[src/rtl/decryption_reg_arbiter_if.sv]
// Requester-side handshake bundle for the decryption register arbiter.
// The requester drives the master modport; the arbiter uses the slave modport.
interface decryption_reg_arbiter_if #(
    parameter int addr_width = 8,
    parameter int reg_width  = 16
);
    logic                  valid;
    logic                  write;
    logic [addr_width-1:0] addr;
    logic [reg_width-1:0]  wdata;
    logic                  ready;
    logic                  done;

    modport master (
        output valid, write, addr, wdata,
        input  ready, done
    );

    modport slave (
        input  valid, write, addr, wdata,
        output ready, done
    );
endinterface

[src/rtl/decryption_reg_arbiter.sv]
// Round-robin arbiter sharing one decryption register-file port between two requesters,
// with a single outstanding transaction and a WAIT-state timeout.
module decryption_reg_arbiter #(
    parameter int addr_width = 8,
    parameter int reg_width  = 16,
    parameter int TIMEOUT    = 16
) (
    input  logic                   clk,
    input  logic                   rst_n,
    decryption_reg_arbiter_if.slave req0_if,
    decryption_reg_arbiter_if.slave req1_if,
    output logic [reg_width-1:0]   rsp_rdata_o,
    output logic                   rsp_error_o,
    output logic [addr_width-1:0]  reg_addr_o,
    output logic [reg_width-1:0]   reg_wdata_o,
    output logic                   reg_read_o,
    output logic                   reg_write_o,
    input  logic [reg_width-1:0]   reg_rdata_i,
    input  logic                   reg_done_i,
    input  logic                   reg_error_i,
    output logic                   busy_o
);

    localparam int TW = (TIMEOUT > 2) ? $clog2(TIMEOUT) : 1;

    typedef enum logic [1:0] {
        IDLE  = 2'd0,
        ISSUE = 2'd1,
        WAIT  = 2'd2,
        RESP  = 2'd3
    } state_e;

    state_e                state_q, state_d;
    logic                  grant_q, grant_d;
    logic                  last_grant_q, last_grant_d;
    logic                  write_q, write_d;
    logic [addr_width-1:0] addr_q, addr_d;
    logic [reg_width-1:0]  wdata_q, wdata_d;
    logic [TW-1:0]         timer_q, timer_d;
    logic [reg_width-1:0]  rdata_q, rdata_d;
    logic                  error_q, error_d;

    logic                  any_valid;
    logic                  arb_grant;

    // On a tie the port that did not win last time is chosen; a lone requester always wins.
    assign any_valid = req0_if.valid | req1_if.valid;
    assign arb_grant = (req0_if.valid && req1_if.valid) ? ~last_grant_q : ~req0_if.valid;

    assign req0_if.ready = (state_q == IDLE) && any_valid && !arb_grant;
    assign req1_if.ready = (state_q == IDLE) && any_valid &&  arb_grant;
    assign req0_if.done  = (state_q == RESP) && !grant_q;
    assign req1_if.done  = (state_q == RESP) &&  grant_q;

    assign reg_read_o  = (state_q == ISSUE) && !write_q;
    assign reg_write_o = (state_q == ISSUE) &&  write_q;
    assign reg_addr_o  = addr_q;
    assign reg_wdata_o = wdata_q;
    assign rsp_rdata_o = rdata_q;
    assign rsp_error_o = error_q;
    assign busy_o      = (state_q != IDLE);

    always_comb begin
        state_d      = state_q;
        grant_d      = grant_q;
        last_grant_d = last_grant_q;
        write_d      = write_q;
        addr_d       = addr_q;
        wdata_d      = wdata_q;
        timer_d      = timer_q;
        rdata_d      = rdata_q;
        error_d      = error_q;

        case (state_q)
            IDLE: begin
                if (any_valid) begin
                    grant_d      = arb_grant;
                    last_grant_d = arb_grant;
                    write_d      = arb_grant ? req1_if.write : req0_if.write;
                    addr_d       = arb_grant ? req1_if.addr  : req0_if.addr;
                    wdata_d      = arb_grant ? req1_if.wdata : req0_if.wdata;
                    state_d      = ISSUE;
                end
            end
            ISSUE: begin
                timer_d = '0;
                state_d = WAIT;
            end
            WAIT: begin
                // A completion arriving in the final timeout cycle still wins.
                if (reg_done_i) begin
                    rdata_d = reg_rdata_i;
                    error_d = reg_error_i;
                    state_d = RESP;
                end else if (timer_q == TW'(TIMEOUT - 1)) begin
                    rdata_d = '0;
                    error_d = 1'b1;
                    state_d = RESP;
                end else begin
                    timer_d = timer_q + TW'(1);
                end
            end
            RESP: begin
                state_d = IDLE;
            end
            default: begin
                state_d = IDLE;
            end
        endcase
    end

    always_ff @(posedge clk or negedge rst_n) begin
        if (!rst_n) begin
            state_q      <= IDLE;
            grant_q      <= 1'b0;
            last_grant_q <= 1'b1;
            write_q      <= 1'b0;
            addr_q       <= '0;
            wdata_q      <= '0;
            timer_q      <= '0;
            rdata_q      <= '0;
            error_q      <= 1'b0;
        end else begin
            state_q      <= state_d;
            grant_q      <= grant_d;
            last_grant_q <= last_grant_d;
            write_q      <= write_d;
            addr_q       <= addr_d;
            wdata_q      <= wdata_d;
            timer_q      <= timer_d;
            rdata_q      <= rdata_d;
            error_q      <= error_d;
        end
    end

endmodule

[src/flat_wrapper.sv]
// flat-port wrapper written by rule: the top's interface ports become plain ports
module decryption_reg_arbiter_flat 
#(
    parameter int addr_width = 8,
    parameter int reg_width  = 16,
    parameter int TIMEOUT    = 16
)
  (clk, rst_n, rsp_rdata_o, rsp_error_o, reg_addr_o, reg_wdata_o, reg_read_o, reg_write_o, reg_rdata_i, reg_done_i, reg_error_i, busy_o, req0_if_valid, req0_if_write, req0_if_addr, req0_if_wdata, req0_if_ready, req0_if_done, req1_if_valid, req1_if_write, req1_if_addr, req1_if_wdata, req1_if_ready, req1_if_done);
  decryption_reg_arbiter_if #(.addr_width(addr_width), .reg_width(reg_width)) req0_if_i ();
  decryption_reg_arbiter_if #(.addr_width(addr_width), .reg_width(reg_width)) req1_if_i ();
  input  logic clk;
  input  logic rst_n;
  output logic [reg_width-1:0] rsp_rdata_o;
  output logic rsp_error_o;
  output logic [addr_width-1:0] reg_addr_o;
  output logic [reg_width-1:0] reg_wdata_o;
  output logic reg_read_o;
  output logic reg_write_o;
  input  logic [reg_width-1:0] reg_rdata_i;
  input  logic reg_done_i;
  input  logic reg_error_i;
  output logic busy_o;
  input wire logic [$bits(req0_if_i.valid)-1:0] req0_if_valid;
  input wire logic [$bits(req0_if_i.write)-1:0] req0_if_write;
  input wire logic [$bits(req0_if_i.addr)-1:0] req0_if_addr;
  input wire logic [$bits(req0_if_i.wdata)-1:0] req0_if_wdata;
  output wire logic [$bits(req0_if_i.ready)-1:0] req0_if_ready;
  output wire logic [$bits(req0_if_i.done)-1:0] req0_if_done;
  input wire logic [$bits(req1_if_i.valid)-1:0] req1_if_valid;
  input wire logic [$bits(req1_if_i.write)-1:0] req1_if_write;
  input wire logic [$bits(req1_if_i.addr)-1:0] req1_if_addr;
  input wire logic [$bits(req1_if_i.wdata)-1:0] req1_if_wdata;
  output wire logic [$bits(req1_if_i.ready)-1:0] req1_if_ready;
  output wire logic [$bits(req1_if_i.done)-1:0] req1_if_done;
  assign req0_if_i.valid = req0_if_valid;
  assign req0_if_i.write = req0_if_write;
  assign req0_if_i.addr = req0_if_addr;
  assign req0_if_i.wdata = req0_if_wdata;
  assign req0_if_ready = req0_if_i.ready;
  assign req0_if_done = req0_if_i.done;
  assign req1_if_i.valid = req1_if_valid;
  assign req1_if_i.write = req1_if_write;
  assign req1_if_i.addr = req1_if_addr;
  assign req1_if_i.wdata = req1_if_wdata;
  assign req1_if_ready = req1_if_i.ready;
  assign req1_if_done = req1_if_i.done;
  decryption_reg_arbiter #(.addr_width(addr_width), .reg_width(reg_width), .TIMEOUT(TIMEOUT)) u_core (.clk(clk), .rst_n(rst_n), .req0_if(req0_if_i), .req1_if(req1_if_i), .rsp_rdata_o(rsp_rdata_o), .rsp_error_o(rsp_error_o), .reg_addr_o(reg_addr_o), .reg_wdata_o(reg_wdata_o), .reg_read_o(reg_read_o), .reg_write_o(reg_write_o), .reg_rdata_i(reg_rdata_i), .reg_done_i(reg_done_i), .reg_error_i(reg_error_i), .busy_o(busy_o));
endmodule
[config.mk]
export PLATFORM = sky130hd
export DESIGN_NAME = decryption_reg_arbiter_flat
export DESIGN_NICKNAME = d
export VERILOG_FILES = /design/src/rtl/decryption_reg_arbiter_if.sv /design/src/rtl/decryption_reg_arbiter.sv /design/src/flat_wrapper.sv
export SDC_FILE = /design/constraint.sdc
export NUM_CORES = 1
export LEC_CHECK = 0
export BUFFER_PORTS_ARGS = -buffer_cell sky130_fd_sc_hd__buf_2
export CORE_UTILIZATION = 48
export CTS_CLUSTER_SIZE = 30
export DETAILED_ROUTE_END_ITERATION = 10
export PLACE_DENSITY = 0.86
export SLEW_MARGIN = 20
export SYNTH_ARGS = -nofsm -noshare
export SYNTH_HDL_FRONTEND = slang
export SYNTH_SLANG_ARGS = --single-unit
[constraint.sdc]
create_clock -name clk -period 4.43 [get_ports clk]
set_input_delay 0.443 -clock clk [delete_from_list [all_inputs] [get_ports clk]]
set_output_delay 0.443 -clock clk [all_outputs]
set_load 0.05 [all_outputs]
==> impl_metrics.py <==
metrics = {
    "placed_design": {
        "dpl_cell_area_um2": 2800,
        "dp_slack_ps": 2390,
        "gp_routability_congestion": 0.756,
        "place.port_buffers": 119,
        "dp_hpwl_um": 3920,
    },
    "sta": {
        "grt_setup_unrepaired": "false",
        "skew_ps": 6.60,
        "finalMaxSlewViolations": 0,
        "finalSetupViolCount": 0,
        "slew-limit-headroom": 0.282,
        "post-route-period-util": 0.530,
        "finalHoldViolations": 0,
        "layout_min_cycle_time_ps": 2350,
        "fmax_mhz": 426,
        "fin_tns_setup_ps": 0,
        "tightestPinTransition_ps": 1080,
        "fin_ws_ps": 2080,
    },
    "clock_tree": {
        "cts_htree_levels": 2,
        "hold_buffers": 0,
        "cts_resized": 0,
        "clock_latency_ps": 290,
        "clk_pin_slew_worst_paths_ps": 90,
        "ctsLongestPathBuffers": 2,
        "tritoncts_clock_tree": "done",
        "cts.sinks": 50,
        "total_setup_buffers_inserted_after_cts": 0,
        "numCtsBuffers": 5,
        "clockRootBuffer": "sky130_fd_sc_hd__clkbuf_8",
    },
    "worst_setup_path": {
        "critical_path_arrival_ps": 1910,
        "critPathKind": "flip-flop to output port",
        "crit_required_ps": 3990,
        "setup.worst_path.end_class": "output port",
        "critical_path_peak_fanout": 26,
        "critical_path.startpoint_type": "flip-flop",
    },
    "synthesis": {
        "syn_avg_cell_area_um2": 12.4,
        "synth_area_leaders": "sky130_fd_sc_hd__dfrtp_1 (55%), sky130_fd_sc_hd__a221o_1 (11%), sky130_fd_sc_hd__and3_1 (7.6%)",
        "postSynthNetCount": 256,
        "yosys_register_bits": 50,
        "synth.most_common_cell": "sky130_fd_sc_hd__dfrtp_1",
        "synth-warning-count": 0,
        "synth_enable_flop_cells": 0,
        "synth_area_um2": 2220,
        "synth_commonest_cells": "sky130_fd_sc_hd__dfrtp_1 (49), sky130_fd_sc_hd__and3_1 (27), sky130_fd_sc_hd__a221o_1 (25)",
        "netlist-cell-type-count": 32,
        "yosysSeqAreaShare": 0.563,
        "synth_top_area_frac": 0.551,
        "netlist_instances": 179,
        "netlist.top_cell.by_area": "sky130_fd_sc_hd__dfrtp_1",
        "dominantRegCellSynth": "sky130_fd_sc_hd__dfrtp_1",
        "async_flop_share": 1.00,
    },
    "grt": {
        "grt.total_usage": 0.230,
        "grt_overflow": 0,
        "grt_pass1_wl_um": 8880,
        "pin_count_of_the_biggest_net_entering_global_routing": 51,
        "grt_antenna_before_repair": 0,
        "first_global_vias": 1823,
    },
    "cells_and_area": {
        "n_fill_cell": 361,
        "fraction_of_final_layout_cells_sized_beyond_drive_strength_1": 0.452,
        "layout.nets": 370,
        "layout.area.seq_um2": 1250,
        "finish.instance_area_um2": 2920,
        "multiInputGateArea_um2": 860,
        "insertedDiodeCount": 0,
        "areaGrowthSynthToFinish_pct": 31.1,
    },
    "die": {
        "top_level_ports": 120,
        "start_util": 0.504,
        "std_cell_rows": 24,
        "die_outline_area_um2": 4910,
        "dieWidth_um": 70.1,
        "chipHeight_um": 70.1,
        "core_area_um2": 4410,
    },
    "flow_run": {
        "maxCapViolations": 0,
    },
    "detailed_routing": {
        "vias": 1963,
        "routed_wl_um": 5530,
        "via_per_inst": 5.67,
        "drc_errors_left": 0,
        "first_iter_violations": 211,
        "detail_route.first_pass.iterations": 4,
        "post_drt_wl_per_cell_um": 16.0,
        "drt.antenna.violating_nets": 0,
    },
    "power": {
        "power_density_nw_per_um2": 883,
        "power.static_leakage_nw": 1.66,
        "fin_total_pwr_mw": 2.57,
        "vdd_drop_max_mv": 0.405,
    },
    "status": {
        "status": "completed",
    },
    "hold_path": {
        "timing.hold.worst.class": "input port to asynchronous set/reset pin",
    },
}
logic make-up after synthesis:
kind of cell             count (synthesis)  share of synthesized area
AO/OA/AOI/OAI                           55                      0.220
adder cells (fa/ha/maj)                  5                     0.0281
multiplexers                             2                    0.00957
AND/OR/NAND/NOR                         48                      0.129
flip-flops                              50                      0.563
buffers and inverters                   19                     0.0501
power breakdown:
group	total, mW	switching, mW	internal [mW]
clock	0.317	0.148	0.169
combinational	1.46	1.04	0.419
sequential	0.799	0.127	0.672
cell type report:
cell class / count / share of cell area
flip-flops and latches: 50 / 0.430
multi-input cells: 110 / 0.295
repair buffers: 120 / 0.208
clock buffers: 6 / 0.0249
well taps: 52 / 0.0223
clock inverters: 2 / 0.0129
inverters: 6 / 0.00773
cells in the final DEF (no fill, tap or decap), types with 2 or more instances in the layout:
| cell type | instances |
|---|---|
| sky130_fd_sc_hd__and3_1 | 27 |
| sky130_fd_sc_hd__buf_2 | 118 |
| sky130_fd_sc_hd__a21o_1 | 2 |
| sky130_fd_sc_hd__nor2b_1 | 2 |
| sky130_fd_sc_hd__inv_1 | 6 |
| sky130_fd_sc_hd__dfrtp_1 | 49 |
| sky130_fd_sc_hd__nor2_1 | 4 |
| sky130_fd_sc_hd__a21oi_1 | 4 |
| sky130_fd_sc_hd__clkbuf_8 | 5 |
| sky130_fd_sc_hd__nand2_1 | 5 |
| sky130_fd_sc_hd__o21ai_2 | 2 |
| sky130_fd_sc_hd__a22o_1 | 16 |
| sky130_fd_sc_hd__buf_4 | 2 |
| sky130_fd_sc_hd__a221o_1 | 25 |
| sky130_fd_sc_hd__and2_1 | 4 |
| sky130_fd_sc_hd__ha_1 | 5 |
worst paths after layout:
| path | from | endpoint | slack [ps] | cells after the start |
|---|---|---|---|---|
| worst max register to register | u_core.state_q[0] | u_core.rsp_error_o | 2590 | 5 |
| min in group clk | reg_rdata_i[11] | u_core.rsp_rdata_o[11] | 370 | 2 |
| worst max-delay path | u_core.state_q[0] | req0_if_ready | 2080 | 6 |
| worst min register to register | u_core.rsp_rdata_o[13] | u_core.rsp_rdata_o[13] | 500 | 1 |
| max in group asynchronous | rst_n | u_core.state_q[1] | 3850 | 1 |
| worst min-delay path | rst_n | u_core.reg_addr_o[5] | 150 | 1 |
state kept, by name, indices dropped and copies added (netlist names):
signal / count
u_core.write_q: 1
u_core.last_grant_q: 1
u_core.reg_wdata_o: 16
u_core.state_q: 2
u_core.rsp_error_o: 1
u_core.timer_q: 4
u_core.rsp_rdata_o: 16
u_core.grant_q: 1
u_core.reg_addr_o: 8
metal layers:
metal  wire [µm]  GRT usage
met3         329     0.0577
met5           0          0
met1        2510      0.313
met2        2660      0.377
met4          38     0.0467
worst max-delay path, cell delays in order, from the launching register on:
cell	delay, ps
sky130_fd_sc_hd__dfrtp_1	430
sky130_fd_sc_hd__inv_1	100
sky130_fd_sc_hd__ha_1	270
sky130_fd_sc_hd__nand2_1	100
sky130_fd_sc_hd__a21oi_2	100
sky130_fd_sc_hd__buf_4	290
sky130_fd_sc_hd__buf_2	320
metrics by stage:
step                      utilization  hold slack [ps]  instances
after CTS                       0.660              365        346
after detailed placement        0.635              477        338
final                           0.660              155        346
after global placement          0.635              478        338
after floorplan                     -              147        179
after global routing            0.660              190        346
No activity file was read; power rests on OpenSTA's default activity.
